[config.mk]
export PLATFORM = sky130hd
export DESIGN_NAME = ram_dma_flat
export DESIGN_NICKNAME = d
export VERILOG_FILES = /design/src/rtl/ram_dma_if.sv /design/src/rtl/ram_dma.sv /design/src/flat_wrapper.sv
export SDC_FILE = /design/constraint.sdc
export NUM_CORES = 1
export LEC_CHECK = 0
export CORE_MARGIN = 4
export CORE_UTILIZATION = 54
export DETAILED_ROUTE_END_ITERATION = 8
export HOLD_SLACK_MARGIN = 0.03
export PLACE_DENSITY = 0.85
export SYNTH_ARGS = -nofsm -noshare
export SYNTH_HDL_FRONTEND = slang
export SYNTH_SLANG_ARGS = --single-unit
[constraint.sdc]
create_clock -name i_clk -period 5.51 [get_ports i_clk]
set_clock_uncertainty 0.15 [all_clocks]
set_input_delay 0.551 -clock i_clk [delete_from_list [all_inputs] [get_ports i_clk]]
set_output_delay 0.551 -clock i_clk [all_outputs]
set_load 0.02 [all_outputs]
[src/rtl/ram_dma_if.sv]
// RAM initiator port for ram_dma: CE-gated synchronous write, combinational read.
// The DMA engine takes the master modport; the RAM (or its model) takes the slave side.
interface ram_dma_if #(
    parameter int ADDR_WIDTH = 8,
    parameter int WIDTH      = 8
);
    logic                  mem_ce;
    logic [ADDR_WIDTH-1:0] mem_addr;
    logic [WIDTH-1:0]      mem_data_in;
    logic [WIDTH-1:0]      mem_data_out;

    modport master (
        output mem_ce,
        output mem_addr,
        output mem_data_in,
        input  mem_data_out
    );

    modport slave (
        input  mem_ce,
        input  mem_addr,
        input  mem_data_in,
        output mem_data_out
    );
endinterface

[src/rtl/ram_dma.sv]
// Block copy/fill engine driving a single-port RAM; one START moves or fills LEN words, then DONE.
// Optional macro RAM_DMA_ABORT_EN adds an i_abort input that cuts a running transfer short.
module ram_dma #(
    parameter int ADDR_WIDTH = 8,
    parameter int WIDTH      = 8
) (
    input  logic                  i_clk,
    input  logic                  i_rst,
    input  logic                  i_start,
    input  logic                  i_op,
    input  logic [ADDR_WIDTH-1:0] i_src,
    input  logic [ADDR_WIDTH-1:0] i_dst,
    input  logic [ADDR_WIDTH:0]   i_len,
    input  logic [WIDTH-1:0]      i_fill_val,
    output logic                  o_busy,
    output logic                  o_done,
`ifdef RAM_DMA_ABORT_EN
    input  logic                  i_abort,
`endif
    ram_dma_if.master             mem
);

    typedef enum logic [1:0] {
        S_IDLE,
        S_READ,
        S_WRITE,
        S_FINISH
    } state_t;

    localparam logic [ADDR_WIDTH:0] CNT_ONE = (ADDR_WIDTH+1)'(1);

    state_t                r_state;
    logic [ADDR_WIDTH-1:0] r_src;
    logic [ADDR_WIDTH-1:0] r_dst;
    logic [ADDR_WIDTH:0]   r_count;
    logic                  r_op;
    logic [WIDTH-1:0]      r_buf;

    logic                  r_ce;
    logic [ADDR_WIDTH-1:0] r_addr;
    logic [WIDTH-1:0]      r_wdata;
    logic                  r_busy;
    logic                  r_done;

    logic                  w_abort;

`ifdef RAM_DMA_ABORT_EN
    assign w_abort = i_abort;
`else
    assign w_abort = 1'b0;
`endif

    // Outputs are registered together with the state they belong to, so each branch
    // below sets the port values that the next state presents.
    always_ff @(posedge i_clk) begin
        if (i_rst) begin
            r_state <= S_IDLE;
            r_src   <= '0;
            r_dst   <= '0;
            r_count <= '0;
            r_op    <= 1'b0;
            r_buf   <= '0;
            r_ce    <= 1'b0;
            r_addr  <= '0;
            r_wdata <= '0;
            r_busy  <= 1'b0;
            r_done  <= 1'b0;
        end else begin
            r_ce    <= 1'b0;
            r_addr  <= '0;
            r_wdata <= '0;
            r_busy  <= 1'b0;
            r_done  <= 1'b0;
            case (r_state)
                S_IDLE: begin
                    if (i_start) begin
                        r_src   <= i_src;
                        r_dst   <= i_dst;
                        r_count <= i_len;
                        r_op    <= i_op;
                        if (i_op) begin
                            r_buf <= i_fill_val;
                        end
                        if (i_len == '0) begin
                            r_state <= S_FINISH;
                            r_done  <= 1'b1;
                        end else if (i_op) begin
                            r_state <= S_WRITE;
                            r_busy  <= 1'b1;
                            r_ce    <= 1'b1;
                            r_addr  <= i_dst;
                            r_wdata <= i_fill_val;
                        end else begin
                            r_state <= S_READ;
                            r_busy  <= 1'b1;
                            r_addr  <= i_src;
                        end
                    end
                end
                S_READ: begin
                    r_buf <= mem.mem_data_out;
                    r_src <= r_src + 1'b1;
                    if (w_abort) begin
                        r_state <= S_FINISH;
                        r_done  <= 1'b1;
                    end else begin
                        r_state <= S_WRITE;
                        r_busy  <= 1'b1;
                        r_ce    <= 1'b1;
                        r_addr  <= r_dst;
                        r_wdata <= mem.mem_data_out;
                    end
                end
                S_WRITE: begin
                    r_dst   <= r_dst + 1'b1;
                    r_count <= r_count - 1'b1;
                    if (w_abort || (r_count == CNT_ONE)) begin
                        r_state <= S_FINISH;
                        r_done  <= 1'b1;
                    end else if (r_op) begin
                        r_state <= S_WRITE;
                        r_busy  <= 1'b1;
                        r_ce    <= 1'b1;
                        r_addr  <= r_dst + 1'b1;
                        r_wdata <= r_buf;
                    end else begin
                        r_state <= S_READ;
                        r_busy  <= 1'b1;
                        r_addr  <= r_src;
                    end
                end
                S_FINISH: begin
                    r_state <= S_IDLE;
                end
                default: begin
                    r_state <= S_IDLE;
                end
            endcase
        end
    end

    assign o_busy          = r_busy;
    assign o_done          = r_done;
    assign mem.mem_ce      = r_ce;
    assign mem.mem_addr    = r_addr;
    assign mem.mem_data_in = r_wdata;

endmodule

[src/flat_wrapper.sv]
// flat-port wrapper written by rule: the top's interface ports become plain ports
module ram_dma_flat 
#(
    parameter int ADDR_WIDTH = 8,
    parameter int WIDTH      = 8
)
  (i_clk, i_rst, i_start, i_op, i_src, i_dst, i_len, i_fill_val, o_busy, o_done, mem_mem_ce, mem_mem_addr, mem_mem_data_in, mem_mem_data_out);
  ram_dma_if #(.ADDR_WIDTH(ADDR_WIDTH), .WIDTH(WIDTH)) mem_i ();
  input  logic i_clk;
  input  logic i_rst;
  input  logic i_start;
  input  logic i_op;
  input  logic [ADDR_WIDTH-1:0] i_src;
  input  logic [ADDR_WIDTH-1:0] i_dst;
  input  logic [ADDR_WIDTH:0] i_len;
  input  logic [WIDTH-1:0] i_fill_val;
  output logic o_busy;
  output logic o_done;
  output wire logic [$bits(mem_i.mem_ce)-1:0] mem_mem_ce;
  output wire logic [$bits(mem_i.mem_addr)-1:0] mem_mem_addr;
  output wire logic [$bits(mem_i.mem_data_in)-1:0] mem_mem_data_in;
  input wire logic [$bits(mem_i.mem_data_out)-1:0] mem_mem_data_out;
  assign mem_mem_ce = mem_i.mem_ce;
  assign mem_mem_addr = mem_i.mem_addr;
  assign mem_mem_data_in = mem_i.mem_data_in;
  assign mem_i.mem_data_out = mem_mem_data_out;
  ram_dma #(.ADDR_WIDTH(ADDR_WIDTH), .WIDTH(WIDTH)) u_core (.i_clk(i_clk), .i_rst(i_rst), .i_start(i_start), .i_op(i_op), .i_src(i_src), .i_dst(i_dst), .i_len(i_len), .i_fill_val(i_fill_val), .o_busy(o_busy), .o_done(o_done), .mem(mem_i));
endmodule
==> results_dict.tcl, run 1 <==
set metrics [dict create \
    die_area_mm2 0.00653 \
    seq_area_frac_synth_pct 38.5 \
    rows 26 \
    slew_headroom_pct 40.5 \
    post-route-cell-area_mm2 0.00365 \
    dp_hpwl_um 5900 \
    placed_area_mm2 0.00351 \
    layout.nets 447 \
    timing.rr.end "u_core.r_buf[5]" \
    synth-main-ff-cell "dfxtp_1" \
    grt_util_all_layers_pct 27.2 \
    synth_top_area_cell "dfxtp_1" \
    cts_tree "built" \
    overflow 0 \
    r2r_slack_ns 3.04 \
    place_congestion 0.912 \
    timing.rr.start "u_core.r_state[1]" \
    reg2regPathDepth 3 \
    p_sw_share_pct 29.8 \
    finalCritPeriodShare_pct 48.1 \
    ys_async_sr_fraction_pct 0 \
    maxCapViolCount 0 \
    arrival_ns 2.75 \
    routed_wl_um 8560 \
    viasPerCell 6.46 \
    max_clock_freq_ghz 0.377 \
    hp-class "reg2reg" \
    hold_violations 0 \
    firstDrtPassIters 5 \
    n_antenna_cell 0 \
    synth-seq-cells 55 \
    wire_per_inst_um 18.3 \
    die_x_um 80.8 \
    drc 0 \
    drive_gt1_share_pct 8.02 \
    leakage_uw 0.00127 \
    layout.cells.non_filler 469 \
    setup_violations 0 \
    holdCritStartpoint "u_core.r_buf[0]" \
    vias 3032 \
    portBuffers 63 \
    grt_first_pass_wirelength_um 13900 \
    ys.warnings.count 0 \
    synthCells 347 \
    synth-edff-count 0 \
    cts_setup_buffers 0 \
    grt_max_degree 39 \
    grt_pass1_vias 2884 \
    drv_slew 0 \
    holdPathStages 2 \
    syn_area_mm2 0.00286 \
    holdPathEnd "u_core.mem.mem_data_in[0]" \
    cts_resized 0 \
    root_buffer "clkbuf_8" \
    cts_hold_buf 0 \
    cts_buffers 5 \
    area_delta_synth_final_pct 27.6 \
    clk_pin_slew_ns 0.11 \
    peakVddDrop_uv 206 \
    cts_sinks 55 \
    die_y_um 80.8 \
    dp_cells 461 \
    num-fill-cells 438 \
    switching_power_uw 309 \
    antenna_found_initial 0 \
    synth_cell_type_count 53 \
    power_frac_seq_pct 45.8 \
    htree_levels 2 \
    cp.required_ns 5.61 \
    worstPathMaxFanout 13 \
    crit_type "in2reg" \
    insertion_delay_ns 0.32 \
    tns_ns 0 \
    drtIter0Drc 276 \
    yosys-top-cells-area "dfxtp_1 38%, a21oi_1 6.5%, nand2_1 6.2%" \
    io_pins 64 \
    clkPwrFrac_pct 31.9 \
    startpoint_type "input pin" \
    run_status "finished clean" \
    tightest_slew_ns 0.889 \
    start_util_pct 56.0 \
    clockBufferDepth 2 \
    combinationalPowerShare_pct 22.3 \
    coreArea_mm2 0.00511 \
    rsz0062_at_grt "no" \
    min_period_ns 2.65 \
    syn_avg_cell_area_um2 8.24 \
    power_density_mw_per_mm2 283 \
    synth_nets 396 \
    ant_nets 0 \
    netlist.area_leader.share_pct 38.5 \
    endpoint_kind "flop" \
    intPower_uw 726 \
]
[through the flow]
stage | utilization, % | setup WS, ns | hold slack [ns] | power [uW]
floorplan | - | 3.66 | 0.306 | 615
detailed placement | 68.7 | 2.55 | 0.320 | 708
CTS | 71.5 | 2.89 | 0.335 | 1030
finish | 71.5 | 2.86 | 0.333 | 1030
global route | 71.5 | 2.73 | 0.361 | 1080
global placement | 68.7 | 2.65 | 0.309 | 700
[synth_stat cells (3+ instances only)]
cell type  instances
a311oi_1           8
nor4_1             4
a211o_1            3
o21ai_0           16
clkbuf_1          18
a22oi_1           13
nand4_1            4
a31oi_1           16
inv_1              6
mux2_2            10
ha_1               4
a21oi_1           37
nand2_1           47
a32oi_1            5
nor3_1             9
dfxtp_1           55
nand3_1            9
and4_1             3
o211ai_1           4
buf_2              3
a21boi_0           3
and2_1             3
nor2b_1            3
nor2_1            28
[cells by family (layout without fill, tap and decap cells)]
logic type | after synthesis | in the layout | share of synthesized area (%)
AOI/OAI and AO/OA | 122 | 122 | 28.7
xor gates and xnor gates | 3 | 3 | 0.919
adders and majority gates | 4 | 4 | 1.75
buffers and inverters | 29 | 81 | 4.20
DFF | 55 | 55 | 38.5
muxes | 10 | 10 | 3.94
and+or+nand+nor | 124 | 124 | 22.0
[final cells by class]
type | count | area, um^2 | area share, %
Inverter | 6 | 22.5 | 0.617
Tap cell | 70 | 87.6 | 2.40
Timing Repair Buffer | 67 | 661 | 18.1
Clock buffer | 5 | 68.8 | 1.88
Clock inverter | 3 | 71.3 | 1.95
Sequential cell | 55 | 1100 | 30.2
Multi-Input combinational cell | 263 | 1640 | 44.9
[state kept, by name, summed over array words and instances (netlist names)]
signal                  count
u_core.r_count              9
u_core.r_src                8
u_core.mem.mem_ce           1
u_core.r_buf                8
u_core.r_op                 1
u_core.o_done               1
u_core.r_dst                8
u_core.r_state              2
u_core.mem.mem_addr         8
u_core.mem.mem_data_in      8
u_core.o_busy               1
[worst max-delay path by stage]
stage	from	end
final	i_start	u_core.mem.mem_addr[7]
after global routing	i_start	u_core.mem.mem_addr[7]
after CTS	i_start	u_core.mem.mem_addr[7]
after detailed placement	i_start	u_core.mem.mem_addr[7]
after global placement	i_start	u_core.mem.mem_addr[7]
after floorplan	u_core.r_state[0]	u_core.r_count[7]
[power by group through the flow]
stage	Clock (uW)	Combinational (uW)	Sequential (uW)
6_report	330	231	474
5_1_grt	349	252	479
4_1_cts	329	229	472
3_5_place_dp	0	227	481
3_3_place_gp	0	221	479
2_1_floorplan	0	138	477
[worst max-delay path, cell delays in order]
cell and delay [ns]:
clkdlybuf4s50_1 0.53, or3b_1 0.56, a31oi_1 0.73, a22oi_1 0.16, a31oi_1 0.22
[layout by cell type (no fill, tap or decap), types with 6 or more instances in the layout]
cell type | synthesis | layout
inv_1 | 6 | 6
o21ai_0 | 16 | 16
a22oi_1 | 13 | 13
a31oi_1 | 16 | 16
clkdlybuf4s50_1 | 0 | 63
a21oi_1 | 37 | 37
nand2_1 | 47 | 47
a311oi_1 | 8 | 8
dfxtp_1 | 55 | 55
nand3_1 | 9 | 9
nor2_1 | 28 | 28
nor3_1 | 9 | 9
mux2_2 | 10 | 10
[routing by layer]
| layer | part of all wire (%) | global-route usage (%) | vias up | wire [um] |
|---|---|---|---|---|
| met2 | 49 | 46.1 | 180 | 4210 |
| li1 | - | - | 1403 | - |
| met1 | 40 | 34.4 | 1428 | 3460 |
| met5 | 0 | 0 | - | 0 |
| met4 | 2.5 | 10.3 | 0 | 217 |
| met3 | 7.9 | 4.99 | 21 | 673 |
No activity file was read; power rests on OpenSTA's default activity.
==> run 2, diff against run 1 <==
CORE_UTILIZATION = 46   (was 54)
PLACE_DENSITY = 0.77   (was 0.85)
clock period = 2.3 ns   (was 5.51 ns; I/O delays follow)
==> run 2 against run 1 <==
Cell count rose by 3.2%; die area is 16% higher; sequential power increased by 140%; count of clock-buffer cells in the layout unchanged; total power up 120%; global-route usage is 4.9 points lower; sequential cell count did not move; setup slack worse by 2.7 ns; non-clock buffer count grew 10; critical endpoint is now u_core.o_busy.
==> results_dict.tcl, run 2 (synthesis results as in run 1) <==
set metrics [dict create \
    power_frac_seq_pct 49.5 \
    firstDrtPassIters 5 \
    finalCritPeriodShare_pct 95.0 \
    grt_util_all_layers_pct 22.3 \
    cts_tree "built" \
    max_clock_freq_ghz 0.458 \
    timing.rr.end "u_core.o_busy" \
    cts_sinks 55 \
    die_y_um 86.9 \
    root_buffer "clkbuf_8" \
    die_area_mm2 0.00754 \
    drc 0 \
    holdPathStages 2 \
    maxCapViolCount 0 \
    place_congestion 0.830 \
    slew_headroom_pct 40.9 \
    endpoint_kind "flop" \
    overflow 0 \
    switching_power_uw 740 \
    layout.nets 457 \
    cts_resized 0 \
    drive_gt1_share_pct 10.3 \
    clkPwrFrac_pct 25.3 \
    grt_first_pass_wirelength_um 13400 \
    clockBufferDepth 2 \
    startpoint_type "flop" \
    worstPathMaxFanout 6 \
    timing.rr.start "u_core.r_count[0]" \
    coreArea_mm2 0.00599 \
    combinationalPowerShare_pct 25.1 \
    rows 28 \
    layout_common_cells "63 x clkdlybuf4s50_1, 55 x dfxtp_1, 47 x nand2_1" \
    cts_hold_buf 0 \
    intPower_uw 1540 \
    clk_pin_slew_ns 0.11 \
    placed_area_mm2 0.00359 \
    grt_pass1_vias 2837 \
    min_period_ns 2.18 \
    peakVddDrop_uv 335 \
    regMostFlops "u_core.r_count" \
    hold_violations 0 \
    p_sw_share_pct 32.5 \
    start_util_pct 47.7 \
    cts_setup_buffers 0 \
    leakage_uw 0.00129 \
    drv_slew 0 \
    arrival_ns 2.23 \
    dp_cells 476 \
    finish.utilization_pct 61.6 \
    holdCritStartpoint "u_core.r_buf[5]" \
    die_x_um 86.9 \
    routed_wl_um 8210 \
    ant_nets 0 \
    n_antenna_cell 0 \
    crit_type "reg2reg" \
    layout_commonest_cell "clkdlybuf4s50_1" \
    wire_per_inst_um 17.0 \
    power_density_mw_per_mm2 617 \
    io_pins 64 \
    cp.required_ns 2.35 \
    r2r_slack_ns 0.12 \
    cts_buffers 5 \
    drtIter0Drc 211 \
    run_status "finished clean" \
    hp-class "reg2reg" \
    dp_hpwl_um 5940 \
    insertion_delay_ns 0.32 \
    largest_register_ffs 9 \
    vias 2907 \
    tightest_slew_ns 0.883 \
    rsz0062_at_grt "no" \
    holdPathEnd "u_core.mem.mem_data_in[5]" \
    area_delta_synth_final_pct 29.0 \
    post-route-cell-area_mm2 0.00369 \
    htree_levels 2 \
    portBuffers 63 \
    reg2regPathDepth 5 \
    viasPerCell 6.01 \
    antenna_found_initial 0 \
    hold_ws_ns 0.337 \
    layout.cells.non_filler 484 \
    setup_violations 0 \
    grt_max_degree 38 \
]
run 2: cell types whose count changed in the layout (fill, tap and decap cells not counted):
cell        delta
clkinv_4       +1
clkinvlp_4     +1
bufinv_16      -2
buf_4         +10
run 2: power by group through the flow:
stage	logic (uW)	registers (uW)	clock network, uW
after floorplan	330	1140	0
after global placement	553	1140	0
after detailed placement	568	1150	0
after CTS	571	1130	586
after global routing	629	1140	616
final	572	1130	577
run 2: critical path, cell delays in order (launching register included):
cell and delay [ns]:
dfxtp_1 0.42, ha_1 0.16, nor4b_1 0.59, a21oi_1 0.36, a211oi_1 0.33, nor2_1 0.06
run 2: worst max-delay path by stage:
stage	from	to	slack [ns]	cells after the start
2_1_floorplan	u_core.r_state[0]	u_core.r_count[7]	0.45	5
3_3_place_gp	i_start	u_core.mem.mem_addr[7]	0.03	5
3_5_place_dp	i_start	u_core.mem.mem_addr[6]	-0.06	5
4_1_cts	u_core.r_count[0]	u_core.o_busy	0.1	5
5_1_grt	u_core.r_count[0]	u_core.o_busy	0.02	5
6_report	u_core.r_count[0]	u_core.o_busy	0.12	5
run 2: final cells by class:
class	count	area, um^2
Clock inverter	3	27.5
Tap cell	75	93.8
Clock buffer	5	68.8
Fill cell	534	2300
Multi-Input combinational cell	263	1640
Sequential cell	55	1100
Inverter	6	22.5
Timing Repair Buffer	77	736
run 2: per-layer routing:
layer | vias up | part of all wire (%) | track usage, %
met2 | 108 | 50 | 37.2
li1 | 1426 | - | -
met4 | 0 | 1.3 | 8.07
met5 | - | 0 | 0
met3 | 11 | 6.1 | 3.41
met1 | 1362 | 43 | 29.1
run 2: per-stage QoR:
| step | worst slack [ns] | total power, uW | TNS [ns] |
|---|---|---|---|
| after floorplan | 0.451 | 1470 | 0 |
| after global placement | 0.0298 | 1700 | 0 |
| after detailed placement | -0.0571 | 1720 | -0.225 |
| after CTS | 0.0956 | 2280 | 0 |
| after global routing | 0.0172 | 2380 | 0 |
| final | 0.115 | 2280 | 0 |
==> run 3, diff against run 2 <==
SKIP_CTS_REPAIR_TIMING = 1   (was unset)
==> results of run 3 <==
Same layout as run 2: the final DEF is identical, and so are final timing and power.
